[config.mk]
export PLATFORM = sky130hd
export DESIGN_NAME = serial_tx
export DESIGN_NICKNAME = d
export VERILOG_FILES = /design/src/rtl/serial_tx_pkg.sv /design/src/rtl/serial_tx_bit_counter.sv /design/src/rtl/serial_tx.sv
export SDC_FILE = /design/constraint.sdc
export NUM_CORES = 1
export LEC_CHECK = 0
export BUFFER_PORTS_ARGS = -buffer_cell sky130_fd_sc_hd__buf_2
export CORE_MARGIN = 10
export CORE_UTILIZATION = 35
export DETAILED_ROUTE_END_ITERATION = 10
export RECOVER_POWER = 25
export SETUP_SLACK_MARGIN = 0.15
export SKIP_LAST_GASP = 1
export SLEW_MARGIN = 20
export SYNTH_ARGS = -nofsm -noshare
export SYNTH_HDL_FRONTEND = slang
export SYNTH_SLANG_ARGS = --single-unit
[constraint.sdc]
create_clock -name clk -period 1.43 [get_ports clk]
set_input_delay 0.143 -clock clk [delete_from_list [all_inputs] [get_ports clk]]
set_output_delay 0.143 -clock clk [all_outputs]
set_load 0.01 [all_outputs]
[src/rtl/serial_tx_pkg.sv]
// Shared definitions for the serial transmitter: FSM state encoding,
// parity mode codes and the parity helper used when a byte is loaded.
package serial_tx_pkg;

  // Transmit FSM states, one per field of the serial frame
  typedef enum logic [2:0] {
    ST_IDLE   = 3'd0,
    ST_START  = 3'd1,
    ST_DATA   = 3'd2,
    ST_PARITY = 3'd3,
    ST_STOP   = 3'd4
  } tx_state_t;

  // Parity mode codes matching the PARITY parameter of serial_tx
  localparam int PAR_NONE = 0;
  localparam int PAR_EVEN = 1;
  localparam int PAR_ODD  = 2;

  // Parity bit for the low nbits of data: plain XOR gives even parity,
  // the inverted XOR gives odd parity. Returns 0 when parity is disabled.
  function automatic logic frame_parity(input logic [7:0] data,
                                        input int unsigned nbits,
                                        input int unsigned mode);
    logic p;
    p = 1'b0;
    for (int i = 0; i < 8; i++) begin
      if (i < nbits) begin
        p = p ^ data[i];
      end
    end
    if (mode == PAR_ODD) begin
      frame_parity = ~p;
    end else if (mode == PAR_EVEN) begin
      frame_parity = p;
    end else begin
      frame_parity = 1'b0;
    end
  endfunction

endpackage

[src/rtl/serial_tx_bit_counter.sv]
// Data-bit counter for the serial transmitter. The owning FSM clears it
// when a frame enters its data field and increments it at every bit boundary.
module BitCounter (
  input  logic       clk,
  input  logic       reset,
  input  logic       ClearCounter,
  input  logic       IncCounter,
  output logic [7:0] Count
);

  // Clear has priority over increment so a new frame always starts at zero
  always_ff @(posedge clk) begin
    if (reset) begin
      Count <= 8'd0;
    end else if (ClearCounter) begin
      Count <= 8'd0;
    end else if (IncCounter) begin
      Count <= Count + 8'd1;
    end
  end

endmodule

[src/rtl/serial_tx.sv]
// Asynchronous serial transmitter: accepts a parallel byte with a
// ready/start handshake and sends start bit, LSB-first data bits,
// optional parity bit and stop bit, each CLKS_PER_BIT clocks long.
module serial_tx
  import serial_tx_pkg::*;
#(
  parameter int CLKS_PER_BIT = 16,
  parameter int DATA_BITS    = 8,
  parameter int PARITY       = 0
) (
  input  logic       clk,
  input  logic       reset,
  input  logic [7:0] TxData,
  input  logic       TxStart,
  output logic       TxReady,
  output logic       TxDone,
  output logic       SerialOut
);

  localparam int BAUD_W = (CLKS_PER_BIT > 1) ? $clog2(CLKS_PER_BIT) : 1;
  localparam logic [BAUD_W-1:0] BAUD_LAST = BAUD_W'(CLKS_PER_BIT - 1);
  localparam logic [BAUD_W-1:0] DONE_AT   = BAUD_W'(CLKS_PER_BIT - 2);
  localparam logic [7:0] LAST_BIT  = 8'(DATA_BITS - 1);
  localparam logic [7:0] DATA_MASK = 8'((1 << DATA_BITS) - 1);

  tx_state_t         state;
  logic [BAUD_W-1:0] baud_count;
  logic [7:0]        shreg;
  logic              parity_bit;
  logic [7:0]        bit_count;
  logic              baud_wrap;
  logic              clear_counter;
  logic              inc_counter;

  assign baud_wrap     = (baud_count == BAUD_LAST);
  assign clear_counter = (state == ST_START) && baud_wrap;
  assign inc_counter   = (state == ST_DATA) && baud_wrap;

  BitCounter u_bit_counter (
    .clk          (clk),
    .reset        (reset),
    .ClearCounter (clear_counter),
    .IncCounter   (inc_counter),
    .Count        (bit_count)
  );

  // Frame sequencer: owns the baud counter, shift register and all
  // registered outputs so the line only changes on bit boundaries
  always_ff @(posedge clk) begin
    if (reset) begin
      state      <= ST_IDLE;
      baud_count <= '0;
      shreg      <= 8'd0;
      parity_bit <= 1'b0;
      SerialOut  <= 1'b1;
      TxReady    <= 1'b1;
      TxDone     <= 1'b0;
    end else begin
      TxDone <= 1'b0;
      case (state)
        ST_IDLE: begin
          baud_count <= '0;
          if (TxStart && TxReady) begin
            shreg      <= TxData & DATA_MASK;
            parity_bit <= frame_parity(TxData, DATA_BITS, PARITY);
            SerialOut  <= 1'b0;
            TxReady    <= 1'b0;
            state      <= ST_START;
          end
        end

        ST_START: begin
          if (baud_wrap) begin
            baud_count <= '0;
            SerialOut  <= shreg[0];
            state      <= ST_DATA;
          end else begin
            baud_count <= baud_count + 1'b1;
          end
        end

        ST_DATA: begin
          if (baud_wrap) begin
            baud_count <= '0;
            shreg      <= {1'b0, shreg[7:1]};
            if (bit_count == LAST_BIT) begin
              if (PARITY != PAR_NONE) begin
                SerialOut <= parity_bit;
                state     <= ST_PARITY;
              end else begin
                SerialOut <= 1'b1;
                state     <= ST_STOP;
              end
            end else begin
              SerialOut <= shreg[1];
            end
          end else begin
            baud_count <= baud_count + 1'b1;
          end
        end

        ST_PARITY: begin
          if (baud_wrap) begin
            baud_count <= '0;
            SerialOut  <= 1'b1;
            state      <= ST_STOP;
          end else begin
            baud_count <= baud_count + 1'b1;
          end
        end

        ST_STOP: begin
          SerialOut <= 1'b1;
          if (baud_wrap) begin
            baud_count <= '0;
            TxReady    <= 1'b1;
            state      <= ST_IDLE;
          end else begin
            baud_count <= baud_count + 1'b1;
            if (baud_count == DONE_AT) begin
              TxDone <= 1'b1;
            end
          end
        end

        default: begin
          baud_count <= '0;
          SerialOut  <= 1'b1;
          TxReady    <= 1'b1;
          state      <= ST_IDLE;
        end
      endcase
    end
  end

endmodule

==> reports/qor.json <==
{
  "run_status": {
    "status": "finished, violations left",
    "failed_checks": "negative setup slack"
  },
  "place": {
    "hpwl_mm": 2.09,
    "dpl_cell_area_mm2": 0.00154,
    "globalplace.congestion": 0.833,
    "port-buffer-count": 13
  },
  "layout": {
    "most-common-layout-cells": "26 x sky130_fd_sc_hd__nor2_1, 23 x sky130_fd_sc_hd__dfxtp_1, 21 x sky130_fd_sc_hd__buf_4, 18 x sky130_fd_sc_hd__nand2_1, 11 x sky130_fd_sc_hd__buf_2",
    "area_of_the_multi_input_gates_um2": 779,
    "layout_commonest_cell": "sky130_fd_sc_hd__nor2_1",
    "synthToLayoutAreaGrowth_pct": 33.0,
    "post_route_cells_drive_above_1_share_pct": 31.8,
    "n_fill_cell": 323,
    "finish.net_count": 194,
    "design_area_mm2": 0.00168,
    "n_antenna_cell": 0,
    "seqCellArea_um2": 524
  },
  "detailed_routing": {
    "drtIter0Drc": 88,
    "drt_drc_violations_left": 0,
    "detail_route.vias_per_cell": 5.12,
    "detail_route.wirelength_mm": 2.94,
    "vias": 1153,
    "wire_per_inst_um": 13.0,
    "pre_antenna_drt_iters": 4,
    "antenna_left": 0
  },
  "critical_path": {
    "worst-path-max-fanout": 14,
    "crit_arrival_ns": 1.73,
    "cp.buffers_inverters": 2,
    "cpMaxStageDelayCell": "sky130_fd_sc_hd__dfxtp_1",
    "worstPathCellList": "buf_4, nand3b_1, a211oi_2, buf_6, mux2i_1, nor2_1",
    "cp_data_required_time_ns": 1.67,
    "startpoint_type": "flip-flop",
    "timing.critical_path.slowest_cell_delay_ns": 0.34,
    "worstSetupEndpointType": "flip-flop",
    "timing_worst_setup_path_type": "flip-flop to flip-flop",
    "path_delay_family": "flip-flops"
  },
  "floorplan": {
    "floorplan.initialDensity_pct": 37.0,
    "die_h_um": 80.1,
    "design.core.area_mm2": 0.00342,
    "die_area_mm2": 0.00641,
    "rows": 21,
    "num_io_pins": 14,
    "die_x_um": 80.1
  },
  "sta": {
    "setup-tns-final_ns": -0.260,
    "timing.fmax_ghz": 0.670,
    "timing_max_transition_violations_final": 0,
    "fin_crit_ns": 1.49,
    "finalClockSkew_ns": 0.0157,
    "relSlewSlack_pct": 77.2,
    "hold_ws_ns": 0.0465,
    "rsz0062_at_grt": "yes",
    "setup_violations": 10,
    "timing.final.crit_share_pct": 104,
    "worstMarginPinSlew_ns": 0.341,
    "setup_ws_ns": -0.0633,
    "final_hold_viol_count": 0
  },
  "pwr": {
    "power.ir.vdd_worst_mv": 0.318,
    "power_per_cell_area_mw_per_mm2": 857,
    "combPwrFrac_pct": 10.1,
    "power_switching_share_pct": 23.1,
    "p_int_mw": 1.11,
    "p_leak_nw": 0.700,
    "clkPwrFrac_pct": 36.0,
    "seq_power_share_pct": 53.9,
    "p_switching_uw": 333
  },
  "yosys": {
    "post_synth_main_area_contributors": "sky130_fd_sc_hd__dfxtp_1 41%, sky130_fd_sc_hd__nor2_1 7.7%, sky130_fd_sc_hd__xnor2_1 5.5%, sky130_fd_sc_hd__nand2_1 5.3%, sky130_fd_sc_hd__a311oi_1 4.9%",
    "asyncSetResetFlopFracSynth_pct": 0,
    "synth.net_count": 160,
    "ys_seq_area_share_pct": 41.2,
    "synthMuxAreaShare_pct": 1.58,
    "number_of_warnings_issued_by_yosys": 0,
    "synthesis.instances": 146,
    "yosys.area.top_type_share_pct": 41.2,
    "synth-edff-count": 0,
    "synthesis.area_mm2": 0.00126,
    "syn_area_per_cell_um2": 8.66,
    "synth_largest_area_cell": "sky130_fd_sc_hd__dfxtp_1",
    "post_synth_num_cell_types": 39,
    "ys.flop_type": "sky130_fd_sc_hd__dfxtp_1",
    "synthXorXnorAreaFrac_pct": 6.93,
    "synth-compound-area-share_pct": 11.7,
    "synth_simple_gate_area_share_pct": 30.7,
    "ys_seq_elements": 26,
    "synth_top_family_by_area": "simple AND/OR/NAND/NOR gates",
    "synth_fa_ha_area_share_pct": 2.97
  },
  "grt": {
    "grt_pass1_wl_mm": 4.86,
    "vias_in_the_first_global_route": 1083,
    "groute.usage.overall_pct": 9.30,
    "antenna_found_initial": 0,
    "grt_start_max_net_pins": 18,
    "congestion_overflow_gr": 0
  },
  "cts": {
    "inserted_clock_buffers": 3,
    "path_clk_slew_ns": 0.16,
    "tritoncts": "built",
    "worstSkewPairLatency_ns": 0.34,
    "cts-hold-fix-buffers": 0,
    "clock-root-buffer": "sky130_fd_sc_hd__clkbuf_4",
    "cts_max_level": 1,
    "clock_tree.buffer_depth": 2,
    "clkSinkCount": 26
  },
  "job": {
    "max-cap-violations": 0
  },
  "min_path": {
    "worst_hold_path_type": "input port to flip-flop"
  }
}
[path summary, 6_finish.rpt]
check                           depth (start not counted)       end      start  slack [ns]
worst min-delay path                                    3  shreg[5]  TxData[5]        0.05
worst max-delay path                                    6  shreg[7]   state[1]       -0.06
worst min register to register                          2  shreg[4]   shreg[5]        0.48
worst max register to register                          6  shreg[7]   state[1]       -0.06
[layer usage]
metal  part of all wire [%]  vias up  track usage, %
met4                    1.6        0            3.70
met5                      0        -               0
met2                     49       18            15.8
li1                       -      585               -
met3                    3.7        5            2.00
met1                     46      545            11.0
[per-stage QoR]
stage	power [mW]	worst slack (ns)	cells	util, %
CTS	1.45	-0.0722	220	48.2
global route	1.51	-0.151	225	49.2
finish	1.44	-0.0633	225	49.2
global placement	0.925	-0.0231	213	45.2
detailed placement	0.930	-0.0664	213	45.2
floorplan	0.885	-0.0726	146	-
[Yosys cell counts (2+ instances only)]
master	number
sky130_fd_sc_hd__a21oi_1	5
sky130_fd_sc_hd__ha_1	3
sky130_fd_sc_hd__nor2_1	26
sky130_fd_sc_hd__buf_2	2
sky130_fd_sc_hd__o21ai_1	2
sky130_fd_sc_hd__nor4_1	2
sky130_fd_sc_hd__nand3_1	6
sky130_fd_sc_hd__mux2i_1	2
sky130_fd_sc_hd__inv_1	4
sky130_fd_sc_hd__a311oi_1	7
sky130_fd_sc_hd__nand4_1	2
sky130_fd_sc_hd__nand2_1	18
sky130_fd_sc_hd__nor4_2	3
sky130_fd_sc_hd__nor3_1	4
sky130_fd_sc_hd__xnor2_1	8
sky130_fd_sc_hd__xor2_1	2
sky130_fd_sc_hd__clkbuf_1	2
sky130_fd_sc_hd__buf_4	2
sky130_fd_sc_hd__dfxtp_1	26
[power groups by stage]
stage | logic, mW | registers (mW) | clock network (mW)
final | 0.146 | 0.776 | 0.519
after global routing | 0.163 | 0.780 | 0.562
after CTS | 0.147 | 0.775 | 0.529
after detailed placement | 0.139 | 0.792 | 0
after global placement | 0.135 | 0.790 | 0
after floorplan | 0.0930 | 0.792 | 0
[cell type report]
type	count	area share, %
Clock buffer	3	1.34
Clock inverter	1	1.79
Inverter	4	0.894
Multi-Input combinational cell	109	46.4
Sequential cell	26	31.2
Tap cell	46	3.43
Timing Repair Buffer	36	15.0
[registers in the layout, summed over array words and instances (netlist names)]
name and cells:
SerialOut 1, TxDone 1, TxReady 1, baud_count 4, shreg 8, state 3, u_bit_counter.Count 8
[cell families (layout without fill, tap and decap cells)]
logic type,count (synthesis),after routing
AND/OR/NAND/NOR,73,74
flip-flops,26,26
AO/OA/AOI/OAI,20,20
buffers and inverters,12,44
XOR/XNOR,10,10
adder cells (fa/ha/maj),3,3
multiplexers,2,2
[worst register-to-register path, cell delays in order (launching register included)]
cell and delay [ns]:
sky130_fd_sc_hd__dfxtp_1 0.34, sky130_fd_sc_hd__buf_4 0.15, sky130_fd_sc_hd__nand3b_1 0.19, sky130_fd_sc_hd__a211oi_2 0.25, sky130_fd_sc_hd__buf_6 0.18, sky130_fd_sc_hd__mux2i_1 0.21, sky130_fd_sc_hd__nor2_1 0.07
[what timing repair did]
| action | CTS | global route |
|---|---|---|
| buffers inserted | 2 | 5 |
| pin swaps | 1 | 0 |
| resized for setup | 7 | 0 |
| gates cloned | 1 | 0 |
| setup endpoints to repair | 22 | 22 |
Note: power is estimated with default switching activity, not from simulation.
